==> config.mk <==
export PLATFORM = sky130hd
export DESIGN_NAME = ram_arbiter
export DESIGN_NICKNAME = d
export VERILOG_FILES = /design/src/rtl/ram_arbiter.sv
export SDC_FILE = /design/constraint.sdc
export NUM_CORES = 1
export LEC_CHECK = 0
export BUFFER_PORTS_ARGS = -buffer_cell sky130_fd_sc_hd__buf_2
export CAP_MARGIN = 0
export CORE_UTILIZATION = 25
export CTS_CLUSTER_SIZE = 14
export DETAILED_ROUTE_END_ITERATION = 7
export GPL_TIMING_DRIVEN = 0
export SYNTH_ARGS = -nofsm -noshare
export SYNTH_HDL_FRONTEND = slang
export SYNTH_SLANG_ARGS = --single-unit
==> constraint.sdc <==
create_clock -name clk -period 2.4 [get_ports clk]
set_input_delay 0.12 -clock clk [delete_from_list [all_inputs] [get_ports clk]]
set_output_delay 0.12 -clock clk [all_outputs]
set_load 0.05 [all_outputs]
==> src/rtl/ram_arbiter.sv <==
// Two-port arbiter sharing one registered word RAM between a CPU bus and a video fetcher.
// Video has priority, but a CPU that waited through a video fetch is served next.
module ram_arbiter (
  input  logic        clk,
  input  logic        reset,
  input  logic        cpu_req,
  input  logic        cpu_rw,
  input  logic [13:0] cpu_addr,
  input  logic        cpu_uds,
  input  logic        cpu_lds,
  input  logic [15:0] cpu_wdata,
  output logic [15:0] cpu_rdata,
  output logic        cpu_dtack,
  input  logic        vid_req,
  input  logic [13:0] vid_addr,
  output logic [15:0] vid_data,
  output logic        vid_ack,
  output logic        ram_we,
  output logic [13:0] ram_addr,
  output logic [15:0] ram_din,
  output logic        ram_ub,
  output logic        ram_lb,
  input  logic [15:0] ram_dout
);

  typedef enum logic [1:0] {IDLE = 2'd0, ACC = 2'd1, CAP = 2'd2, HOLD = 2'd3} state_t;

  state_t      state_q, state_d;
  logic        owner_vid_q, owner_vid_d;
  logic        wr_q, wr_d;
  logic        fair_q, fair_d;
  logic        cpu_dtack_q, cpu_dtack_d;
  logic        vid_ack_q, vid_ack_d;
  logic        ram_we_q, ram_we_d;
  logic        ram_ub_q, ram_ub_d;
  logic        ram_lb_q, ram_lb_d;
  logic [13:0] ram_addr_q, ram_addr_d;
  logic [15:0] ram_din_q, ram_din_d;
  logic [15:0] cpu_rdata_q, cpu_rdata_d;
  logic [15:0] vid_data_q, vid_data_d;

  // Next-state and registered-output computation for the access sequencer
  always_comb begin
    state_d     = state_q;
    owner_vid_d = owner_vid_q;
    wr_d        = wr_q;
    fair_d      = fair_q;
    cpu_dtack_d = cpu_dtack_q;
    vid_ack_d   = 1'b0;
    ram_we_d    = ram_we_q;
    ram_ub_d    = ram_ub_q;
    ram_lb_d    = ram_lb_q;
    ram_addr_d  = ram_addr_q;
    ram_din_d   = ram_din_q;
    cpu_rdata_d = cpu_rdata_q;
    vid_data_d  = vid_data_q;
    case (state_q)
      IDLE: begin
        cpu_dtack_d = 1'b0;
        // A pending CPU that was passed over by the last video fetch wins this slot
        if (vid_req && !(fair_q && cpu_req)) begin
          owner_vid_d = 1'b1;
          wr_d        = 1'b0;
          fair_d      = 1'b0;
          ram_addr_d  = vid_addr;
          ram_we_d    = 1'b0;
          ram_ub_d    = 1'b1;
          ram_lb_d    = 1'b1;
          state_d     = ACC;
        end else if (cpu_req) begin
          owner_vid_d = 1'b0;
          wr_d        = ~cpu_rw;
          fair_d      = 1'b0;
          ram_addr_d  = cpu_addr;
          if (!cpu_rw) begin
            ram_we_d  = 1'b1;
            ram_din_d = cpu_wdata;
            ram_ub_d  = cpu_uds;
            ram_lb_d  = cpu_lds;
          end else begin
            ram_we_d  = 1'b0;
            ram_ub_d  = 1'b1;
            ram_lb_d  = 1'b1;
          end
          state_d = ACC;
        end else begin
          state_d = IDLE;
        end
      end
      ACC: begin
        if (wr_q) begin
          ram_we_d    = 1'b0;
          cpu_dtack_d = 1'b1;
          state_d     = HOLD;
        end else begin
          state_d = CAP;
        end
      end
      CAP: begin
        if (owner_vid_q) begin
          vid_data_d = ram_dout;
          vid_ack_d  = 1'b1;
          fair_d     = cpu_req;
          state_d    = IDLE;
        end else begin
          cpu_rdata_d = ram_dout;
          cpu_dtack_d = 1'b1;
          state_d     = HOLD;
        end
      end
      HOLD: begin
        if (cpu_req) begin
          cpu_dtack_d = 1'b1;
        end else begin
          cpu_dtack_d = 1'b0;
          state_d     = IDLE;
        end
      end
      default: begin
        state_d     = IDLE;
        cpu_dtack_d = 1'b0;
        ram_we_d    = 1'b0;
      end
    endcase
  end

  // State and output registers with synchronous reset
  always_ff @(posedge clk) begin
    if (reset) begin
      state_q     <= IDLE;
      owner_vid_q <= 1'b0;
      wr_q        <= 1'b0;
      fair_q      <= 1'b0;
      cpu_dtack_q <= 1'b0;
      vid_ack_q   <= 1'b0;
      ram_we_q    <= 1'b0;
      ram_ub_q    <= 1'b0;
      ram_lb_q    <= 1'b0;
      ram_addr_q  <= 14'd0;
      ram_din_q   <= 16'd0;
      cpu_rdata_q <= 16'd0;
      vid_data_q  <= 16'd0;
    end else begin
      state_q     <= state_d;
      owner_vid_q <= owner_vid_d;
      wr_q        <= wr_d;
      fair_q      <= fair_d;
      cpu_dtack_q <= cpu_dtack_d;
      vid_ack_q   <= vid_ack_d;
      ram_we_q    <= ram_we_d;
      ram_ub_q    <= ram_ub_d;
      ram_lb_q    <= ram_lb_d;
      ram_addr_q  <= ram_addr_d;
      ram_din_q   <= ram_din_d;
      cpu_rdata_q <= cpu_rdata_d;
      vid_data_q  <= vid_data_d;
    end
  end

  assign cpu_dtack = cpu_dtack_q;
  assign vid_ack   = vid_ack_q;
  assign ram_we    = ram_we_q;
  assign ram_ub    = ram_ub_q;
  assign ram_lb    = ram_lb_q;
  assign ram_addr  = ram_addr_q;
  assign ram_din   = ram_din_q;
  assign cpu_rdata = cpu_rdata_q;
  assign vid_data  = vid_data_q;

endmodule

==> impl_metrics.toml, run 1 <==
[sta]
worst_slew_pin_slew_ns = 0.556
setup_violations = 0
rsz0062_at_grt = "no"
final_hold_viol_count = 0
period_share_pct = 78.6
fin_skew_ns = 0.00809
setup_ws_ns = 0.514
fin_setup_tns_ns = 0
max_freq_mhz = 530
slew_viol_final = 0
relSlewSlack_pct = 62.9
fin_crit_ns = 1.89

[worst_setup_path]
cp.arrival_ns = 2.14
r2r_end = "ram_din[7]"
start_kind = "flip-flop"
r2r_slack_ns = 0.51
end_kind = "flip-flop"
r2r-start = "state_q[0]"
crit_type = "flip-flop to flip-flop"
crit_fanout = 10
cp.required_ns = 2.66
reg2reg_depth = 6

[synthesis]
netlist.area_leader.share_pct = 48.3
yosys_most_used_dff = "dfxtp_1"
synthDistinctLibCells = 35
synth_edf_count = 0
synth.area.top_cells = "dfxtp_1 (48%), nand2_1 (12%), nand2b_1 (7.1%)"
synth.most_common_cell = "nand2_1"
ys_warn_count = 0
synth_area_per_cell_um2 = 8.53
syn_inst = 350
syn_area_um2 = 2990
synth-seq-area-share_pct = 48.3
ys_top_cells_by_count = "nand2_1 (94), dfxtp_1 (72), a21oi_1 (37)"
yosys_register_bits = 72
synth-async-reset-ratio_pct = 0
syn_nets = 424
yosysTopAreaCell = "dfxtp_1"

[die]
initial_core_util_pct = 25.9
io_pins = 134
die_h_um = 111
die_area_um2 = 12400
fp.dieW_um = 111
rows = 39
core_um2 = 11500

[clock_tree]
cts_resized = 0
cts_hold_buf = 0
insertion_delay_ns = 0.33
post_cts_buffers = 0
tritoncts = "done"
clockRootBuffer = "clkbuf_16"
numClockSinks = 72
cts_buffer_depth = 2
numCtsBuffers = 9
clkTransAtPathRegs_ns = 0.06
h-tree-depth = 3

[global_route]
grt_max_degree = 12
antenna_found_initial = 0
globalRoute.totalOverflow = 0
grt_pass1_vias = 2829
grt_pass1_wl_um = 13600
grt_util_all_layers_pct = 13.9

[worst_hold_path]
hp-start = "ram_dout[11]"
hold_path_depth = 3
min_to = "cpu_rdata[11]"
hold_class = "input port to flip-flop"

[place]
post-place-ws_ns = 0.488
place_hpwl_um = 6260
place.gp.congestion = 0.751
portBuffers = 131

[detailed_routing]
wl_met2_um = 4190
firstDrtPassIters = 8
routed.top_layer = "met4"
routedWlPerCell_um = 13.1
route.detailed.drc = 16
wl_um = 8370
drt_iter0_drc = 166
wirelength_met1_um = 3670
route.met3.wl_um = 377
routed_via_density = 4.52
num_vias = 2888
ant_nets = 0

[power]
ir_drop_mv = 0.397
total_power_uw = 3440
power.leakage_uw = 0.00183
power_density_nw_per_um2 = 834

[cells_and_area]
drive_gt1_share_pct = 32.3
nets = 566
antenna_cells = 0
area_growth_pct = 38.2

[job]
max-cap-violations = 0

[status]
violations = "design-rule violations"
status = "complete, but fails checks"
==> how the worst max path moves through the flow <==
| stage | from | slack [ns] | to | cells past startpoint |
|---|---|---|---|---|
| after global routing | state_q[0] | 0.32 | ram_addr[9] | 6 |
| after CTS | state_q[0] | 0.48 | ram_din[7] | 6 |
| after global placement | state_q[0] | 0.59 | ram_din[11] | 6 |
| after floorplan | state_q[0] | 0.74 | cpu_dtack | 6 |
| after detailed placement | state_q[0] | 0.49 | ram_din[7] | 6 |
| final | state_q[0] | 0.51 | ram_din[7] | 6 |
==> critical path, cell delays in order, from the launching register on <==
cell and delay [ns]:
dfxtp_1 0.36, inv_1 0.16, ha_1 0.30, nand2_2 0.14, nor3_4 0.41, buf_6 0.24
mux2i_1 0.20
==> metal layers <==
| layer | GRT usage (%) | up-vias |
|---|---|---|
| li1 | - | 1456 |
| met1 | 16.1 | 1347 |
| met2 | 24.4 | 74 |
| met3 | 3.01 | 11 |
| met4 | 6.31 | 0 |
| met5 | 0 | - |
==> kinds of logic (layout without fill, tap and decap cells) <==
group | count (synthesis) | after routing | synth area share (%)
AOI/OAI and AO/OA | 63 | 63 | 13.4
muxes | 17 | 17 | 5.70
buffers and inverters | 26 | 172 | 4.23
DFF | 72 | 72 | 48.3
adders and majority gates | 7 | 7 | 2.93
and+or+nand+nor | 165 | 165 | 25.5
==> layout make-up <==
class / instances / area, um2
tap: 143 / 179
buffer: 24 / 119
multi-input combinational: 252 / 1420
clock inverter: 3 / 40.0
inverter: 2 / 7.51
clock buffer: 12 / 267
sequential: 72 / 1440
timing repair buffer: 131 / 656
fill: 1186 / 7390
==> report_power, final <==
| part | internal [uW] | switching, uW |
|---|---|---|
| logic | 218 | 515 |
| clock network | 880 | 498 |
| registers | 1280 | 50.4 |
| total | 2380 | 1060 |
==> metrics by stage <==
| step | instance area [um2] | util [%] | cells | hold slack, ns |
|---|---|---|---|---|
| CTS | 4130 | 35.8 | 639 | 0.0278 |
| global route | 4130 | 35.8 | 639 | 0.0416 |
| finish | 4130 | 35.8 | 639 | 0.0412 |
| global placement | 3820 | 33.2 | 624 | 0.374 |
| floorplan | 2990 | - | 350 | 0.256 |
| detailed placement | 3820 | 33.2 | 624 | 0.381 |
==> registers in the layout (all words and copies together), names as in the netlist, 2 cells and up <==
signal / flops
state_q: 2
ram_addr: 14
ram_din: 16
vid_data: 16
cpu_rdata: 16
==> cell usage in the layout (no fill, tap or decap), drive strengths merged, types with 3 or more instances in the layout <==
cell	instances
nor3	3
o21ai	3
nand2b	34
dfxtp	72
ha	7
nor2	20
nand2	95
clkbuf	23
mux2i	17
nor2b	4
a21oi	37
a311oi	14
buf	144
Note: power is estimated with default switching activity, not from simulation.
==> run 2, diff against run 1 <==
Clock period 2.4 ns to 1.8 ns, I/O delays scaled along.
==> run 2 against run 1 <==
The flow still finishes with violations (design-rule violations); non-clock buffer count did not move; sequential power increased by 34%; cell area grew 0.58%; clock skew is 0.00080 ns lower; combinational power is 34% higher; critical path depth unchanged; die area is the same; core utilization is 0.21 points higher; global-route usage hardly changed; flip-flop and latch count is the same; largest cell class unchanged; highest routed layer unchanged.
==> impl_metrics.toml, run 2 (same netlist as run 1, synthesis figures left out) <==
[worst_setup_path]
crit_type = "flip-flop to flip-flop"
cp.required_ns = 2.05
end_kind = "flip-flop"
start_kind = "flip-flop"
cp.arrival_ns = 1.98
crit_fanout = 9

[sta]
worst_slew_pin_slew_ns = 0.630
setup_violations = 0
period_share_pct = 96.0
final_hold_viol_count = 0
fin_crit_ns = 1.73
max_freq_mhz = 579
relSlewSlack_pct = 57.9
fin_setup_tns_ns = 0
rsz0062_at_grt = "no"
slew_viol_final = 0
fin_skew_ns = 0.00729
worst_hold_slack_ns = 0.0120

[power]
p_switching_uw = 1420
power.leakage_uw = 0.00185
seqPwrFrac_pct = 38.7
pwr-share-clk_pct = 39.9
ir_drop_mv = 0.528
power_density_nw_per_um2 = 1110
pwr-share-comb_pct = 21.4
p_int_uw = 3180
total_power_uw = 4600
swShare_pct = 30.8

[clock_tree]
clkTransAtPathRegs_ns = 0.06
numClockSinks = 72
clockRootBuffer = "clkbuf_16"
tritoncts = "done"
numCtsBuffers = 9
insertion_delay_ns = 0.33
cts_buffer_depth = 2
h-tree-depth = 3

[die]
initial_core_util_pct = 25.9
die_area_um2 = 12400
rows = 39
io_pins = 134
core_um2 = 11500
die_h_um = 111
fp.dieW_um = 111

[global_route]
globalRoute.totalOverflow = 0
antenna_found_initial = 0
grt_pass1_wl_um = 13600
grt_pass1_vias = 2817
grt_max_degree = 20
grt_util_all_layers_pct = 13.9

[job]
max-cap-violations = 0

[cells_and_area]
final_cells = 639
utilization_pct = 36.0
layout_common_cells = "buf_2 (137), nand2_1 (94), dfxtp_1 (71)"
layout_commonest_cell = "buf_2"
nets = 566
area_growth_pct = 39.0
antenna_cells = 0
drive_gt1_share_pct = 33.7

[place]
portBuffers = 131
place_hpwl_um = 6260
dpl.cell_count = 624
place.gp.congestion = 0.751

[detailed_routing]
ant_nets = 0
routedWlPerCell_um = 13.1
drt_iter0_drc = 153
wl_um = 8370
routed_via_density = 4.50
route.detailed.drc = 16
num_vias = 2877
firstDrtPassIters = 6

[status]
status = "complete, but fails checks"
violations = "design-rule violations"

[worst_hold_path]
hold_class = "input port to flip-flop"
-- run 2: worst max-delay path, stage by stage, from the launching register on --
cell and delay [ns]:
dfxtp_2 0.38, inv_2 0.08, ha_1 0.22, and2_1 0.17, buf_6 0.14, or4_1 0.51, a21oi_1 0.15
-- run 2: final cells by class --
class / count / area [um2]
clock inverters: 3 / 40.0
clock buffers: 12 / 267
multi-input cells: 252 / 1420
repair buffers: 134 / 683
plain buffers: 21 / 111
fillers: 1184 / 7370
well taps: 143 / 179
inverters: 2 / 7.51
flip-flops and latches: 72 / 1440
-- run 2: path summary, 6_finish.rpt --
check,startpoint,to,slack (ns),cells past startpoint
min,ram_dout[1],cpu_rdata[1],0.01,3
max,state_q[0],cpu_dtack,0.07,6
min reg2reg,vid_data[10],vid_data[10],0.45,2
max reg2reg,state_q[0],cpu_dtack,0.07,6
-- run 2: what timing repair did --
| item | 4_1_cts | 5_1_grt |
|---|---|---|
| buffers inserted | 1 | 0 |
| hold buffers | 2 | 0 |
| gates resized for setup | 2 | 7 |
| endpoints found under the setup margin | 34 | 35 |
| endpoints found under the hold margin | 2 | 0 |
| pin swaps | 1 | 0 |
-- run 2: through the flow --
step	instance area, um2	setup slack (ns)
5_1_grt	4150	0.00993
4_1_cts	4150	0.0441
3_3_place_gp	3820	-0.0125
3_5_place_dp	3820	-0.112
2_1_floorplan	2990	0.138
6_report	4150	0.0728
-- run 2: per-layer routing --
| layer | wire [um] | part of all wire, % | global-route usage (%) | vias to the layer above |
|---|---|---|---|---|
| met1 | 3720 | 44 | 16.2 | 1343 |
| met3 | 351 | 4.2 | 2.95 | 11 |
| li1 | - | - | - | 1457 |
| met4 | 134 | 1.6 | 6.31 | 0 |
| met5 | 0 | 0 | 0 | - |
| met2 | 4170 | 50 | 24.4 | 66 |
-- run 2: power groups by stage --
stage	Combinational [uW]	Clock (uW)	Sequential [uW]
global placement	977	0	1800
floorplan	354	0	2150
detailed placement	987	0	1810
finish	985	1840	1780
global route	1070	1950	1790
CTS	993	1890	1780
